### src/rtl/axi4_rd_arbiter.sv
// AXI4 read-channel arbiter: N requesters share one AR/R master port, round-robin,
// one outstanding burst at a time, with a sticky beat-count versus ARLEN check.
module axi4_rd_arbiter #(
    parameter int N  = 2,
    parameter int AW = 32,
    parameter int DW = 64,
    parameter int IW = 1,
    parameter int LW = 4
) (
    input  logic                 ACLK,
    input  logic                 ARESET,
    input  logic [N-1:0]         s_arvalid,
    output logic [N-1:0]         s_arready,
    input  logic [N*AW-1:0]      s_araddr,
    input  logic [N*LW-1:0]      s_arlen,
    input  logic [N*IW-1:0]      s_arid,
    input  logic [N*3-1:0]       s_arsize,
    input  logic [N*2-1:0]       s_arburst,
    output logic [N-1:0]         s_rvalid,
    input  logic [N-1:0]         s_rready,
    output logic [DW-1:0]        s_rdata,
    output logic [1:0]           s_rresp,
    output logic                 s_rlast,
    output logic [IW-1:0]        s_rid,
    output logic                 m_arvalid,
    input  logic                 m_arready,
    output logic [AW-1:0]        m_araddr,
    output logic [LW-1:0]        m_arlen,
    output logic [IW-1:0]        m_arid,
    output logic [2:0]           m_arsize,
    output logic [1:0]           m_arburst,
    input  logic                 m_rvalid,
    output logic                 m_rready,
    input  logic [DW-1:0]        m_rdata,
    input  logic [1:0]           m_rresp,
    input  logic                 m_rlast,
    input  logic [IW-1:0]        m_rid,
    output logic [$clog2(N)-1:0] grant,
    output logic                 busy,
    output logic                 len_err,
    input  logic                 len_err_clr
);

    localparam int GW = $clog2(N);
    localparam int BW = LW + 1;
    localparam logic [GW-1:0] LAST_REQ = GW'(N - 1);

    typedef enum logic [1:0] {
        IDLE,
        ADDR,
        DATA
    } state_t;

    state_t        state_q, state_d;
    logic [GW-1:0] grant_q, grant_d;
    logic [LW-1:0] len_q, len_d;
    logic [BW-1:0] beat_q, beat_d;
    logic          len_err_q, len_err_d;

    logic          pick_vld;
    logic [GW-1:0] pick_idx;
    logic [GW-1:0] cand_g;
    logic [LW-1:0] pick_len;

    logic [AW-1:0] sel_addr;
    logic [LW-1:0] sel_len;
    logic [IW-1:0] sel_id;
    logic [2:0]    sel_size;
    logic [1:0]    sel_burst;

    logic          beat_acc;
    logic          len_bad;

    // Search starts just after the previous owner so every requester gets a turn.
    always_comb begin
        pick_vld = 1'b0;
        pick_idx = grant_q;
        cand_g   = grant_q;
        for (int i = 1; i <= N; i++) begin
            cand_g = GW'((int'(grant_q) + i) % N);
            if (!pick_vld && s_arvalid[cand_g]) begin
                pick_vld = 1'b1;
                pick_idx = cand_g;
            end
        end
    end

    always_comb begin
        pick_len = '0;
        for (int k = 0; k < N; k++) begin
            if (pick_idx == GW'(k)) begin
                pick_len = s_arlen[k*LW +: LW];
            end
        end
    end

    always_comb begin
        sel_addr  = '0;
        sel_len   = '0;
        sel_id    = '0;
        sel_size  = '0;
        sel_burst = '0;
        for (int k = 0; k < N; k++) begin
            if (grant_q == GW'(k)) begin
                sel_addr  = s_araddr[k*AW +: AW];
                sel_len   = s_arlen[k*LW +: LW];
                sel_id    = s_arid[k*IW +: IW];
                sel_size  = s_arsize[k*3 +: 3];
                sel_burst = s_arburst[k*2 +: 2];
            end
        end
    end

    always_comb begin
        state_d   = state_q;
        grant_d   = grant_q;
        len_d     = len_q;
        beat_d    = beat_q;
        len_err_d = len_err_q;
        m_arvalid = 1'b0;
        m_araddr  = '0;
        m_arlen   = '0;
        m_arid    = '0;
        m_arsize  = '0;
        m_arburst = '0;
        s_arready = '0;
        s_rvalid  = '0;
        m_rready  = 1'b0;
        beat_acc  = 1'b0;
        len_bad   = 1'b0;

        case (state_q)
            IDLE: begin
                if (pick_vld) begin
                    grant_d = pick_idx;
                    len_d   = pick_len;
                    state_d = ADDR;
                end
            end
            ADDR: begin
                m_arvalid          = 1'b1;
                m_araddr           = sel_addr;
                m_arlen            = sel_len;
                m_arid             = sel_id;
                m_arsize           = sel_size;
                m_arburst          = sel_burst;
                s_arready[grant_q] = m_arready;
                if (m_arready) begin
                    beat_d  = '0;
                    state_d = DATA;
                end
            end
            DATA: begin
                m_rready          = s_rready[grant_q];
                s_rvalid[grant_q] = m_rvalid;
                beat_acc          = m_rvalid && s_rready[grant_q];
                if (beat_acc) begin
                    // Counter saturates so an overlong burst cannot alias back onto len.
                    if (beat_q != {BW{1'b1}}) begin
                        beat_d = beat_q + 1'b1;
                    end
                    len_bad = (m_rlast != (beat_q == {1'b0, len_q}));
                    if (m_rlast) begin
                        state_d = IDLE;
                    end
                end
            end
            default: state_d = IDLE;
        endcase

        if (len_bad) begin
            len_err_d = 1'b1;
        end else if (len_err_clr) begin
            len_err_d = 1'b0;
        end
    end

    always_ff @(posedge ACLK or posedge ARESET) begin
        if (ARESET) begin
            state_q   <= IDLE;
            grant_q   <= LAST_REQ;
            len_q     <= '0;
            beat_q    <= '0;
            len_err_q <= 1'b0;
        end else begin
            state_q   <= state_d;
            grant_q   <= grant_d;
            len_q     <= len_d;
            beat_q    <= beat_d;
            len_err_q <= len_err_d;
        end
    end

    assign s_rdata = m_rdata;
    assign s_rresp = m_rresp;
    assign s_rlast = m_rlast;
    assign s_rid   = m_rid;
    assign grant   = grant_q;
    assign busy    = (state_q != IDLE);
    assign len_err = len_err_q;

endmodule

### config.mk
export PLATFORM = sky130hd
export DESIGN_NAME = axi4_rd_arbiter
export DESIGN_NICKNAME = d
export VERILOG_FILES = /design/src/rtl/axi4_rd_arbiter.sv
export SDC_FILE = /design/constraint.sdc
export NUM_CORES = 1
export LEC_CHECK = 0
export BUFFER_PORTS_ARGS = -buffer_cell sky130_fd_sc_hd__buf_2
export CORE_AREA = 2 2 110 112
export CTS_CLUSTER_SIZE = 40
export DETAILED_ROUTE_END_ITERATION = 8
export DIE_AREA = 0 0 112 114
export REMOVE_ABC_BUFFERS = 1
export SYNTH_ARGS = -nofsm -noshare
export SYNTH_HDL_FRONTEND = slang
export SYNTH_SLANG_ARGS = --single-unit
export TNS_END_PERCENT = 10
### constraint.sdc
create_clock -name ACLK -period 2.1 [get_ports ACLK]
set_clock_uncertainty 0.1 [all_clocks]
set_input_delay 0.105 -clock ACLK [delete_from_list [all_inputs] [get_ports ACLK]]
set_output_delay 0.105 -clock ACLK [all_outputs]
set_load 0.05 [all_outputs]
# == Word-level counts from Yosys, hierarchy flattened ==
# Cells that the tools add are included.
# classes
add_sub_neg,3
order_cmp,4
eq_ne,10
mux,40
n_bitwise,2
n_reduce_logical,11
# ops
op,n
$mux W32,2
$mux W1,19
$mux W2,8
$mux W5,3
$mux W4,3
$ne A2 B2 Y1 const B,5
$pmux W5 S2,1
$reduce_and A4 Y1,2
$lt A1 B2 Y1 const B,3
$mux W3,2
$pmux W2 S3,1
$reduce_bool A2 Y1,3
$add A5 B1 Y5 const B,1
$eq A5 B4 Y1,1
$ne A5 B5 Y1 const B,1
$and A2 B2 Y2,2
$logic_and A1 B1 Y1,3
$add A1 B1 Y1 const B,2
$eq A2 B1 Y1 const B,1
$eq A2 B2 Y1 const B,1
$logic_not A2 Y1,1
$reduce_and A2 Y1,1
$demux W1 S1,1
$ge A1 B1 Y1 const B,1
2 further kinds,2
# totals
ff_bits,13
inputBits,161
out_inout_bits,119

# == Depth between registers and ports, before layout ==
# Gate-level depths: netlist of run 1.
# logic_depth
depth_word,9
depth_mapped,7
depth_no_buf,7

# == Least setup slack after synthesis of run 1 ==
# No wires, ideal clock.
# synth_timing
kind,register to output
from,"register grant_q, in the netlist grant"
to,output m_araddr[0]
arrival_time_ps,2108
setup_slack_ps,-213
path_stages_with_launch,6
path_buffers,3
cell_sequence,dfstp_2 buf_6 buf_2 buf_2 mux2i_1 nor2_1
# synth_between
elab_chain_len,2
# synth_lines
element,line_no,rtl
from (decl),55,"logic [GW-1:0] grant_q, grant_d;"
from (signal assigned),187,grant_q <= grant_d;
$mux W32,104,if (grant_q == GW'(k)) begin
$mux W32,132,case (state_q)
to (decl),27,"output logic [AW-1:0] m_araddr,"
# Every way passes these cells.

# == Worst setup path after layout of run 1 ==
# layout_timing
from,register beat_q[0]
to,register beat_q[3]
# layout_between
elab_chain_len,4
word_cells_on_any_way,7
cone_classes,1 x add/sub; 2 x eq/ne; 3 x mux; 1 x reduce/logical
# layout_lines
element,line_no,rtl
from (decl),57,"logic [BW-1:0] beat_q, beat_d;"
from (signal assigned),189,beat_q <= beat_d;
$add A5 B1 Y5,160,beat_d = beat_q + 1'b1;
$mux W5,159,if (beat_q != {BW{1'b1}}) begin
$mux W5,157,if (beat_acc) begin
$pmux W5 S2,132,
# Several ways; a longest one is shown, not always the timed one. The select of a mux whose other input is x is not followed.
# A chain may end at the register's enable or synchronous reset.

==> impl_metrics.yaml, run 1 <==
synthesis:
  ys_types: 35
  synthFlopType: "dfrtp_1"
  ys_seq_area_frac: 0.1677
  synth_edf_count: 0
  yosys_warnings: 0
  synthArstFlopShare: 1.000
  avgSynthCellArea_um2: 7.665
  synth-seq-cells: 13
  synth_area_um2: 1947
  synthCells: 254
clock_tree:
  cts_tree: "yes"
  postCtsSetupBuffers: 0
  clkTransAtPathRegs_ns: 0.04
  htreeDepth: 1
  cts_root_buf: "clkbuf_16"
  clockBufferDepth: 2
  clkLatencyLatePin_ns: 0.24
  cts_buffers: 3
  cts_num_sinks: 13
placed_design:
  dp_hpwl_um: 11850
  io_buffer_count: 145
  gp_congestion: 0.9056
  place_area_um2: 2340
floorplanning:
  initial_core_util: 0.1662
  core_um2: 11710
  die_x_um: 112
  die_area_um2: 12770
  pin_count: 280
  rows: 40
  die_height_um: 114
route:
  dr.pass1.iters: 6
  drtIter0Drc: 92
  dr_total_vias: 2049
  postRouteAntennaNets: 0
  drt-vias-per-instance: 4.305
  drc_errors: 0
  wire_per_inst_um: 26.77
  finalWirelength_um: 12740
worst_setup_path:
  cpPeakStageDelay_ns: 0.43
  arrival_ns: 1.99
  startpoint: "beat_q[0]$_DFFE_PP0P_"
  start_kind: "flip-flop"
  cp_num_buf_inv: 0
  r2r_setup_slack_ns: 0.13
  cp.required_ns: 2.12
  cp.depth: 7
  cpMostUsedCell: "ha_1"
  r2r-end: "beat_q[3]$_DFFE_PP0P_"
  cp-end-kind: "flip-flop"
  path_delay_family: "simple AND/OR/NAND/NOR gates"
  endpoint: "beat_q[3]$_DFFE_PP0P_"
  reg2reg_depth: 7
  path_max_fanout: 6
  slowest_stage: "dfrtp_1"
  r2r-start: "beat_q[0]$_DFFE_PP0P_"
  cp_cell_sequence: "ha_1 > and3_1 > ha_1 > nor3b_2 > nand3_2 > o211ai_1 > o31ai_1"
  worst-setup-path-type: "reg2reg"
cells_and_area:
  layout-drive-gt1-share: 0.4924
  synthToLayoutAreaGrowth_pct: 25.26
  layout.nets: 493
  num_antenna_cells: 0
  stdcell_area_um2: 2439
  fillers: 1331
grt:
  grtUsageTotal: 0.1914
  overflow: 0
  antenna_found_initial: 1
  grt_pass1_vias: 1996
  grt_max_degree: 43
  grt_pass1_wl_um: 16480
pwr:
  powerDensity_nw_per_um2: 1602
  ir_worst_vdd_v: 0.0005991
  p_leak_nw: 1.423
job:
  cap_violations: 0
sta:
  grt_setup_unrepaired: "false"
  drv_slew: 0
  finalHoldViolCount: 0
  worst_pin_slew_ns: 0.5282
  max-slew-margin-rel: 0.6475
  period_minus_slack_ns: 1.968
  finalSetupViolations: 0
  hold_ws_ns: 0.01439
  fin_setup_tns_ns: 0
  fin_crit_sh: 0.9370
  fmax_mhz: 508.2
hold_path:
  hp-class: "in2reg"
status:
  outcome: "finished clean"
==> power breakdown <==
| part | switching, mW | leakage (nW) | internal [mW] |
|---|---|---|---|
| logic | 2.20 | 1.22 | 0.875 |
| clock network | 0.110 | 0.0382 | 0.257 |
| registers | 0.121 | 0.162 | 0.343 |
| total | 2.43 | 1.42 | 1.47 |
==> state kept, by name, indices dropped and copies added, names as in the netlist <==
| register | flops |
|---|---|
| grant | 1 |
| state_q | 2 |
| len_err | 1 |
| beat_q | 5 |
| len_q | 4 |
==> kinds of logic after synthesis <==
group | Yosys count | share of synthesized area
flip-flops | 13 | 0.1677
multiplexers | 51 | 0.2635
XOR/XNOR | 1 | 0.004500
AND/OR/NAND/NOR | 84 | 0.1941
AO/OA/AOI/OAI | 16 | 0.05142
buffers and inverters | 87 | 0.3059
adder cells (fa/ha/maj) | 2 | 0.01285
==> layer usage <==
metal,GRT usage,vias to the layer above,share of wire
li1,-,927,-
met3,0.2630,16,0.31
met5,0.007843,-,0.0010
met4,0.06016,2,0.030
met1,0.09825,886,0.18
met2,0.3374,218,0.48
==> how the worst min path moves through the flow <==
stage,start,end,slack (ns),cells past startpoint
floorplan,ARESET,beat_q[0]$_DFFE_PP0P_,-0.12,1
global placement,ARESET,len_q[0]$_DFFE_PP0P_,0.07,2
detailed placement,ARESET,len_q[3]$_DFFE_PP0P_,0.06,2
CTS,m_arready,state_q[0]$_DFFE_PP0P_,0.007,2
global route,m_arready,state_q[0]$_DFFE_PP0P_,0.03,2
finish,m_arready,state_q[0]$_DFFE_PP0P_,0.01,2
==> per-stage QoR <==
stage          std cells  power (mW)  setup slack, ns  utilization
2_1_floorplan        174       2.798          -0.6875            -
3_3_place_gp         471       3.501          0.08000       0.1998
3_5_place_dp         471       3.549          0.01163       0.1998
4_1_cts              476       3.931         0.001247       0.2074
5_1_grt              476       4.135          0.02979       0.2082
6_report             476       3.908           0.1323       0.2082
==> synth_stat cells (2+ instances only) <==
cell type / number / share of area
a21oi_1: 7 / 0.018
nor4_1: 2 / 0.0064
inv_1: 6 / 0.012
nand2b_1: 2 / 0.0064
clkbuf_1: 6 / 0.012
nor2b_1: 3 / 0.0096
nor2_1: 51 / 0.098
buf_2: 5 / 0.013
dfrtp_1: 12 / 0.15
o21ai_0: 3 / 0.0077
and3_1: 4 / 0.013
ha_1: 2 / 0.013
nand2_1: 7 / 0.013
and2_1: 2 / 0.0064
buf_4: 68 / 0.26
mux2_2: 2 / 0.012
nand3_1: 6 / 0.015
mux2i_1: 49 / 0.25
==> cell type report <==
type / count / area [um2] / share of cell area
Tap cell: 147 / 183.9 / 0.07542
Clock buffer: 4 / 78.83 / 0.03232
Inverter: 7 / 26.28 / 0.01077
Multi-Input combinational cell: 154 / 1037 / 0.4253
Timing Repair Buffer: 151 / 785.8 / 0.3222
Sequential cell: 13 / 326.6 / 0.1339
==> timing repair <==
item | 4_1_cts | 5_1_grt
hold buffers | 1 | 0
setup endpoints to repair | 0 | 4
resized for setup | 0 | 2
endpoints found under the hold margin | 12 | 0
==> cells in the final DEF, fill, tap and decap left out, drive strengths merged <==
cell type / netlist / final
o211ai: 1 / 1
nand2b: 2 / 2
dfrtp: 12 / 12
dlygate4sd3: 0 / 1
or2: 1 / 1
ha: 2 / 2
nand3: 6 / 6
and3: 4 / 4
or3b: 1 / 1
inv: 7 / 7
o21ai: 3 / 3
nand3b: 1 / 1
nor3b: 1 / 1
nand2: 7 / 7
nor3: 1 / 1
o2111ai: 1 / 1
a311oi: 1 / 1
dfstp: 1 / 1
mux2: 2 / 2
nor4: 2 / 2
or2b: 1 / 1
xnor2: 1 / 1
and2: 2 / 2
o31ai: 1 / 1
a21oi: 7 / 7
nor2b: 3 / 3
a211oi: 1 / 1
clkbuf: 6 / 4
nor2: 52 / 52
mux2i: 49 / 49
buf: 74 / 150
a221o: 1 / 1
Power figures use the tool's default switching activity.
==> run 2, diff against run 1 <==
- CTS_BUF_LIST: default -> sky130_fd_sc_hd__clkbuf_4 sky130_fd_sc_hd__clkbuf_8
==> impl_metrics.yaml, run 2 (synthesis results as in run 1) <==
route:
  drtIter0Drc: 91
  dr.pass1.iters: 4
  wire_per_inst_um: 26.68
  drc_errors: 0
  postRouteAntennaNets: 0
  drt-vias-per-instance: 4.319
  dr_total_vias: 2060
  finalWirelength_um: 12730
job:
  cap_violations: 0
clock_tree:
  cts_buffers: 3
  htreeDepth: 1
  cts_root_buf: "clkbuf_8"
  clkLatencyLatePin_ns: 0.25
  cts_num_sinks: 13
  cts_tree: "yes"
  clkTransAtPathRegs_ns: 0.06
  clockBufferDepth: 2
  postCtsSetupBuffers: 0
floorplanning:
  die_height_um: 114
  initial_core_util: 0.1662
  die_x_um: 112
  pin_count: 280
  core_um2: 11710
  rows: 40
  die_area_um2: 12770
pwr:
  powerDensity_nw_per_um2: 1563
  seqPwrFrac: 0.124
  power_mw: 3.781
  p_switching_mw: 2.416
  p_leak_nw: 1.415
  clkPwrFrac: 0.064
  sw_frac_of_total: 0.6390
  ir_worst_vdd_v: 0.0005990
  intPower_mw: 1.365
  combPwrFrac: 0.812
worst_setup_path:
  cp-end-kind: "output pin"
  cp.required_ns: 1.89
  path_max_fanout: 17
  cp_num_buf_inv: 2
  start_kind: "flip-flop"
  path_delay_family: "flip-flops"
  r2r_setup_slack_ns: 0.13
  r2r-end: "beat_q[3]$_DFFE_PP0P_"
  cp_cell_sequence: "buf_4 > mux2i_1 > nor2_1 > buf_2"
  r2r-start: "beat_q[0]$_DFFE_PP0P_"
  cpPeakStageDelay_ns: 0.64
  slowest_stage: "dfstp_2"
  worst-setup-path-type: "reg2out"
  reg2reg_depth: 7
  arrival_ns: 1.77
sta:
  period_minus_slack_ns: 1.974
  worst_pin_slew_ns: 0.5283
  drv_slew: 0
  fin_crit_sh: 0.9402
  max-slew-margin-rel: 0.6474
  fmax_mhz: 506.5
  fin_setup_tns_ns: 0
  finalHoldViolCount: 0
  grt_setup_unrepaired: "false"
  finalSetupViolations: 0
placed_design:
  gp_congestion: 0.9056
  io_buffer_count: 145
  dp_hpwl_um: 11850
  place_inst: 471
  place_area_um2: 2340
cells_and_area:
  layout_commonest_cell: "buf_2"
  layout_common_cells: "buf_2 (145), nor2_1 (51), mux2i_1 (49)"
  num_antenna_cells: 0
  utilization: 0.2065
  regMostFlops: "beat_q"
  largest_registers: "beat_q x5, len_q x4, state_q x2"
  layout.nets: 494
  final_cells: 477
  synthToLayoutAreaGrowth_pct: 24.23
  stdcell_area_um2: 2419
  layout-drive-gt1-share: 0.4939
  largest_reg_flops: 5
status:
  outcome: "finished clean"
grt:
  grtUsageTotal: 0.1912
  grt_max_degree: 43
  grt_pass1_wl_um: 16470
  grt_pass1_vias: 1992
  antenna_found_initial: 1
  overflow: 0
hold_path:
  whs_endpoint: "len_q[1]$_DFFE_PP0P_"
  hp-class: "in2reg"
  whs_path_depth: 3
  hold_start: "s_arlen[1]"
-- run 2: area by class of cell --
| type | instances | area [um2] |
|---|---|---|
| Clock buffer | 4 | 48.80 |
| Fill cell | 1332 | 9293 |
| Inverter | 7 | 26.28 |
| Multi-Input combinational cell | 154 | 1037 |
| Sequential cell | 13 | 326.6 |
| Tap cell | 147 | 183.9 |
| Timing Repair Buffer | 152 | 795.8 |
-- run 2: repair_timing --
| item | CTS | global route |
|---|---|---|
| gates resized for setup | 0 | 2 |
| hold buffers | 2 | 0 |
| setup endpoints to repair | 0 | 4 |
| hold endpoints to repair | 13 | 0 |
-- run 2: worst max-delay path by stage --
stage,start,to,slack (ns),depth (start not counted)
4_1_cts,beat_q[0]$_DFFE_PP0P_,beat_q[3]$_DFFE_PP0P_,0.005,7
2_1_floorplan,state_q[1]$_DFFE_PP0P_,s_arready[0],-0.69,4
5_1_grt,grant$_DFFE_PP1P_,m_araddr[12],0.02,4
6_report,grant$_DFFE_PP1P_,m_araddr[24],0.13,4
3_5_place_dp,beat_q[0]$_DFFE_PP0P_,beat_q[3]$_DFFE_PP0P_,0.01,7
3_3_place_gp,beat_q[0]$_DFFE_PP0P_,beat_q[3]$_DFFE_PP0P_,0.08,7
-- run 2: power groups by stage --
stage / sequential [mW] / clock (mW) / combinational [mW]
final: 0.467 / 0.242 / 3.07
after global routing: 0.481 / 0.264 / 3.27
after CTS: 0.460 / 0.252 / 3.10
after detailed placement: 0.464 / 0 / 3.08
after global placement: 0.458 / 0 / 3.04
after floorplan: 0.636 / 0 / 2.16
-- run 2: per-layer routing --
metal | GRT usage | part of all wire | up-vias
met5 | 0.007843 | 0.0010 | -
met4 | 0.05691 | 0.028 | 2
met3 | 0.2630 | 0.31 | 14
met2 | 0.3378 | 0.48 | 221
met1 | 0.09890 | 0.18 | 895
li1 | - | - | 928
-- run 2: tightest hold or removal path, delay by kind of cell --
| kind | cells | cell delay [ns] |
|---|---|---|
| compound gates | 1 | 0.13 |
| mux | 1 | 0.06 |
| buf+inv | 1 | 0.09 |
-- run 2: metrics by stage --
step           setup WS, ns  hold slack, ns
3_3_place_gp        0.08000         0.06631
2_1_floorplan       -0.6875         -0.1188
4_1_cts            0.004974         0.09044
6_report             0.1255         0.08915
3_5_place_dp        0.01163         0.06496
5_1_grt             0.01550          0.1102
